<file path="src/rtl/dmem_arbiter.sv">
// Two-requester arbiter for a single-port data memory with registered read data.
// Fixed three-state sequence per access (IDLE -> ACCESS -> DONE), alternating priority on contention.
module dmem_arbiter #(
  parameter int unsigned DATA_WIDTH = 32,
  parameter int unsigned ADDR_WIDTH = 10
) (
  input  logic                  clk,
  input  logic                  reset,
  input  logic                  r0_req,
  input  logic                  r0_we,
  input  logic [ADDR_WIDTH-1:0] r0_addr,
  input  logic [DATA_WIDTH-1:0] r0_wdata,
  output logic                  r0_ack,
  output logic [DATA_WIDTH-1:0] r0_rdata,
  input  logic                  r1_req,
  input  logic                  r1_we,
  input  logic [ADDR_WIDTH-1:0] r1_addr,
  input  logic [DATA_WIDTH-1:0] r1_wdata,
  output logic                  r1_ack,
  output logic [DATA_WIDTH-1:0] r1_rdata,
  output logic [ADDR_WIDTH-1:0] mem_address,
  output logic [DATA_WIDTH-1:0] mem_in,
  output logic                  mem_we,
  input  logic [DATA_WIDTH-1:0] mem_out,
  output logic                  busy,
  output logic                  grant_id
);

  typedef enum logic [1:0] {IDLE, ACCESS, DONE} state_t;

  state_t                state_q, state_d;
  logic                  prio_q, prio_d;
  logic                  grant_q, grant_d;
  logic                  we_q, we_d;
  logic [ADDR_WIDTH-1:0] addr_q, addr_d;
  logic [DATA_WIDTH-1:0] wdata_q, wdata_d;
  logic                  win;

  always_ff @(posedge clk or posedge reset) begin
    if (reset) begin
      state_q <= IDLE;
      prio_q  <= 1'b0;
      grant_q <= 1'b0;
      we_q    <= 1'b0;
      addr_q  <= '0;
      wdata_q <= '0;
    end else begin
      state_q <= state_d;
      prio_q  <= prio_d;
      grant_q <= grant_d;
      we_q    <= we_d;
      addr_q  <= addr_d;
      wdata_q <= wdata_d;
    end
  end

  always_comb begin
    state_d = state_q;
    prio_d  = prio_q;
    grant_d = grant_q;
    we_d    = we_q;
    addr_d  = addr_q;
    wdata_d = wdata_q;
    win     = 1'b0;
    unique case (state_q)
      IDLE: begin
        if (r0_req || r1_req) begin
          // Contention resolved by prio; a lone requester wins outright.
          win     = (r0_req && r1_req) ? prio_q : r1_req;
          grant_d = win;
          we_d    = win ? r1_we    : r0_we;
          addr_d  = win ? r1_addr  : r0_addr;
          wdata_d = win ? r1_wdata : r0_wdata;
          state_d = ACCESS;
        end
      end
      ACCESS: state_d = DONE;
      DONE: begin
        prio_d  = ~grant_q;
        state_d = IDLE;
      end
      default: state_d = IDLE;
    endcase
  end

  // Decoded from the state register so an async reset drops mem_we at once.
  assign mem_we      = (state_q == ACCESS) && we_q;
  assign mem_address = addr_q;
  assign mem_in      = wdata_q;
  assign busy        = (state_q != IDLE);
  assign grant_id    = grant_q;

  assign r0_ack   = (state_q == DONE) && !grant_q;
  assign r1_ack   = (state_q == DONE) &&  grant_q;
  assign r0_rdata = (r0_ack && !we_q) ? mem_out : '0;
  assign r1_rdata = (r1_ack && !we_q) ? mem_out : '0;

endmodule

</file>
<file path="config.mk">
export PLATFORM = sky130hd
export DESIGN_NAME = dmem_arbiter
export DESIGN_NICKNAME = d
export VERILOG_FILES = /design/src/rtl/dmem_arbiter.sv
export SDC_FILE = /design/constraint.sdc
export NUM_CORES = 1
export LEC_CHECK = 0
export ABC_AREA = 1
export CELL_PAD_IN_SITES_DETAIL_PLACEMENT = 0
export CELL_PAD_IN_SITES_GLOBAL_PLACEMENT = 1
export CORE_MARGIN = 1.5
export CORE_UTILIZATION = 19
export DETAILED_ROUTE_END_ITERATION = 16
export PLACE_DENSITY = 0.72
export SLEW_MARGIN = 10
export SYNTH_ARGS = -nofsm -noshare
export SYNTH_HDL_FRONTEND = slang
export SYNTH_SLANG_ARGS = --single-unit
</file>
<file path="constraint.sdc">
create_clock -name clk -period 1.27 [get_ports clk]
set_input_delay 0.254 -clock clk [delete_from_list [all_inputs] [get_ports clk]]
set_output_delay 0.254 -clock clk [all_outputs]
set_load 0.1 [all_outputs]
</file>
# ---- Yosys cells after proc, flatten, opt, wreduce, memory -nomap -nowiden
# Index checks and enable logic that the tools add are counted.
dict set report word_totals {
  elab_cells 30
  register_bits 47
  inputBits 122
}
dict set report classes {
  n_eq_ne 3
  mux 8
  bitwise 1
  n_reduce_logical 12
}
# operator count
set ops {}
lappend ops {{2-to-1 mux 32 bit} 3}
lappend ops {{2-to-1 mux 10 bit} 1}
lappend ops {{logical AND 1 bit} 6}
lappend ops {{case mux 2 bit (2 select lines)} 1}
lappend ops {{equality test 2 x 1 -> 1 bit (second input constant)} 1}
lappend ops {{equality test 2 bit (second input constant)} 1}
lappend ops {{zero test 1 bit} 2}
lappend ops {{zero test 2 bit} 1}
lappend ops {{2-to-1 mux 1 bit} 2}
lappend ops {{2-to-1 mux 2 bit} 1}
lappend ops {{inequality test 2 bit (second input constant)} 1}
lappend ops {{AND reduction 2 bit} 1}
lappend ops {{nonzero test 2 bit} 1}
lappend ops {{logical OR 1 bit} 1}
lappend ops {{NOT 1 bit} 1}

# ---- Depth between registers and ports, before layout
dict set report logic_depth {
  word_depth 4
  ltp_mapped 7
}

# ---- Worst setup path before layout
# No wires, ideal clock.
dict set report synth_timing {
  path_kind {register -> output}
  start {reg grant_q, in the netlist grant_id}
  end {out r0_rdata[10]}
  setup_slack_ns -2.993
  stages_incl_launch_ff 5
  arrival_time_ns 4.009
  cell_sequence {dfrtp_1 > nor2_1 > nand2_1 > buf_2 > nor2_1}
}
dict set report synth_via {
  elab_chain_cells 4
}
# element line_no
set synth_rtl {}
lappend synth_rtl {{from (decl)} 33} ;# logic grant_q, grant_d;
lappend synth_rtl {{from (signal assigned)} 50} ;# grant_q <= grant_d;
lappend synth_rtl {{zero test 1 bit} 93} ;# assign r0_ack = (state_q == DONE) && !grant_q;
lappend synth_rtl {{logical AND 1 bit} 93}
lappend synth_rtl {{via r0_ack} 13} ;# output logic r0_ack,
lappend synth_rtl {{logical AND 1 bit} 95} ;# assign r0_rdata = (r0_ack && !we_q) ? mem_out : '0;
lappend synth_rtl {{2-to-1 mux 32 bit} 95}
lappend synth_rtl {{to (decl)} 14} ;# output logic [DATA_WIDTH-1:0] r0_rdata,
# The timed path passes the listed nets, and every way through them passes these cells.

# ---- Worst setup path in the final report
dict set report layout_timing {
  start {reg state_q[0]}
  end {out r1_rdata[11]}
}
dict set report layout_via {
  elab_chain_cells 4
}
# element line_no
set layout_rtl {}
lappend layout_rtl {{from (decl)} 31} ;# state_t state_q, state_d;
lappend layout_rtl {{from (signal assigned)} 48} ;# state_q <= state_d;
lappend layout_rtl {{equality test 2 bit} 94} ;# assign r1_ack = (state_q == DONE) && grant_q;
lappend layout_rtl {{logical AND 1 bit} 94}
lappend layout_rtl {{logical AND 1 bit} 96} ;# assign r1_rdata = (r1_ack && !we_q) ? mem_out : '0;
lappend layout_rtl {{2-to-1 mux 32 bit} 96}
lappend layout_rtl {{to (decl)} 20} ;# output logic [DATA_WIDTH-1:0] r1_rdata,
# Every way passes these cells.

==> flow_metrics.env <==
export IMPL_synth_cell_types=19
export IMPL_synth_top_area_cell="dfrtp_1"
export IMPL_vias=3866
export IMPL_layout_setup_ws_ns=-0.558
export IMPL_start_util_pct=19.4
export IMPL_drt_pass1_iter_count=4
export IMPL_max_freq_ghz=0.547
export IMPL_grtUsageMet3_pct=4.02
export IMPL_critPathMaxFanout=6
export IMPL_p_total_mw=19.9
export IMPL_numCtsBuffers=5
export IMPL_ys_ff_latch=47
export IMPL_crit_path_frequent_cell="nor2_4"
export IMPL_hold_slack_ns=0.375
export IMPL_slew_violations=0
export IMPL_num_rows=46
export IMPL_relSlewSlack_pct=83.1
export IMPL_vias_per_cell=4.04
export IMPL_path_cells="inv_2 > nand2_4 > nor2_4 > nand2_8 > buf_16 > nor2_4 > buf_12"
export IMPL_required_ns=1.02
export IMPL_violations="setup timing"
export IMPL_clock_latency_ns=0.28
export IMPL_syn_to_final_growth_pct=158
export IMPL_drtIter0Drc=99
export IMPL_nets=863
export IMPL_vdd_drop_max_v=0.00153
export IMPL_rsz0062_at_grt="yes"
export IMPL_start_kind="register"
export IMPL_hold_buffers=0
export IMPL_cts_tree="done"
export IMPL_clock_sinks=47
export IMPL_switchingPower_mw=11.2
export IMPL_drive_above_1_share_pct=32.2
export IMPL_critical_path_max_stage_delay_ns=0.37
export IMPL_grtUsageTotal_pct=14.3
export IMPL_synth_top_cell_area_share_pct=38.5
export IMPL_crit_path_top_delay_cell="dfrtp_1"
export IMPL_power_share_clock_pct=7.6
export IMPL_setup_viol=108
export IMPL_n_antenna_cell=0
export IMPL_crit_type="register to output pin"
export IMPL_antenna_found_initial=1
export IMPL_drv_cap=0
export IMPL_dp_cells=937
export IMPL_timing_setup_tns_ns=-36.36
export IMPL_grt_pass1_wl_um=19100
export IMPL_dieWidth_um=130
export IMPL_worstPathArrival_ns=1.57
export IMPL_p_sw_share_pct=56.2
export IMPL_grt_max_degree=48
export IMPL_io_pins=233
export IMPL_syn_nets=615
export IMPL_p_seq_share_pct=15.6
export IMPL_finalInstanceArea_um2=7880
export IMPL_detail_route_antenna_nets=0
export IMPL_cts_root_buf="clkbuf_16"
export IMPL_worst_pin_slew_ns=0.254
export IMPL_period_minus_slack_ns=1.83
export IMPL_synth_area_leaders="dfrtp_1, nand2_1, inv_1"
export IMPL_p_per_area_nw_per_um2=2530
export IMPL_overflow=0
export IMPL_yosysSeqAreaShare_pct=38.5
export IMPL_hold_viol=0
export IMPL_grt_pass1_vias=3783
export IMPL_status="finished, violations left"
export IMPL_port_buffers=232
export IMPL_ys_warn_count=0
export IMPL_htree_levels=2
export IMPL_globalRouteMet2Util_pct=27.0
export IMPL_cts_max_path_buffers=2
export IMPL_die_h_um=130
export IMPL_comb_power_share_pct=76.8
export IMPL_place_gp_congestion=0.772
export IMPL_instances_no_fill=958
export IMPL_skew_ns=0.00334
export IMPL_worstSetupEndpointType="output pin"
export IMPL_dpl_hpwl_um=9590
export IMPL_synth_area_um2=3060
export IMPL_path_clk_slew_ns=0.06
export IMPL_core_area_um2=15800
export IMPL_syn_inst=493
export IMPL_busiest_layer="met2"
export IMPL_leakage_nw=3.77
export IMPL_fin_crit_sh_pct=144
export IMPL_drc_errors=0
export IMPL_routed_wl_um=12100
export IMPL_post_dp_cell_area_um2=7410
export IMPL_met1_usage_pct=15.8
export IMPL_hp_class="input port to asynchronous set/reset pin"
export IMPL_syn_area_per_cell_um2=6.20
export IMPL_wire_per_inst_um=12.6
export IMPL_dieArea_um2=16900
export IMPL_p_int_mw=8.72
layout by cell type, fill, tap and decap left out, types with 2 or more instances in the layout:
cell type / instances
clkdlybuf4s50_1: 120
nand2_2: 3
buf_6: 8
dfrtp_1: 46
nor2_4: 67
inv_2: 3
clkbuf_16: 6
buf_16: 4
buf_4: 12
nand2_8: 2
inv_1: 119
nand3_1: 86
buf_12: 122
nand2_1: 129
nand2_4: 2
cells by family after synthesis:
kind of cell	after synthesis	share of synthesized area [%]
and+or+nand+nor	292	40.4
buffers and inverters	152	20.8
AOI/OAI and AO/OA	2	0.327
DFF	47	38.5
power groups by stage:
stage / sequential (mW) / combinational, mW / clock (mW)
detailed placement: 3.12 / 14.8 / 0
global route: 3.22 / 15.9 / 1.63
global placement: 3.12 / 14.7 / 0
finish: 3.11 / 15.3 / 1.52
floorplan: 7.68 / 4.62 / 0
CTS: 3.13 / 15.3 / 1.57
worst max-delay path, delay by kind of cell (launching register included):
kind                   cells  cell delay, ns
AND/OR/NAND/NOR            4            0.47
flip-flops                 1            0.37
buffers and inverters      3            0.45
worst paths after layout:
check,endpoint,start,cells past startpoint,slack (ns)
max in group asynchronous,grant_id$_DFFE_PP0P_,reset,3,0.66
hold / removal,mem_in[15]$_DFFE_PP0P_,reset,3,0.38
setup reg to reg,grant_id$_DFFE_PP0P_,state_q[1]$_DFFE_PP0P_,8,-0.05
hold reg to reg,mem_in[16]$_DFFE_PP0P_,mem_in[16]$_DFFE_PP0P_,2,0.53
setup / recovery,r1_rdata[11],state_q[0]$_DFFE_PP0P_,7,-0.56
min in group clk,mem_in[16]$_DFFE_PP0P_,mem_in[16]$_DFFE_PP0P_,2,0.53
through the flow:
stage,setup WS [ns],util [%]
4_1_cts,-0.565,49.5
3_3_place_gp,-0.293,47.0
6_report,-0.558,49.9
2_1_floorplan,-1.13,-
5_1_grt,-0.620,49.9
3_5_place_dp,-0.351,47.0
cell usage after synthesis:
library cell and number:
nor2_8 1, a21oi_1 1, nand3_1 86, inv_2 1, o21ai_1 1, nand2_2 2
inv_1 123, dfrtp_1 47, buf_2 13, buf_1 2, inv_4 1, nor2_2 1
nand2_1 134, nor3_1 1, nor2_1 66, buf_4 4, buf_6 4, nor2_4 1
clkbuf_1 4
area by class of cell:
type	instances	area (µm²)
multi-input cells	294	1800
clock buffers	6	139
repair buffers	268	3960
flip-flops and latches	47	1180
clock inverters	2	35.0
inverters	125	488
well taps	216	270
fillers	1453	7890
flip-flops by register name, indices dropped and copies added (netlist names):
signal / count
mem_in: 32
we_q: 1
state_q: 2
prio_q: 1
mem_address: 10
grant_id: 1
per-layer routing:
metal / routed length, µm / vias to the layer above
met5: 12 / -
met4: 138 / 2
met2: 6300 / 182
li1: - / 1920
met1: 4420 / 1751
met3: 1210 / 11
timing repair:
item / in CTS / in global routing
cloned: 3 / 1
gates resized for setup: 27 / 3
endpoints found under the setup margin: 113 / 113
setup buffers: 5 / 5
pin swaps: 4 / 2
hold endpoints to repair: 0 / 0
(Power assumes the default switching activity.)
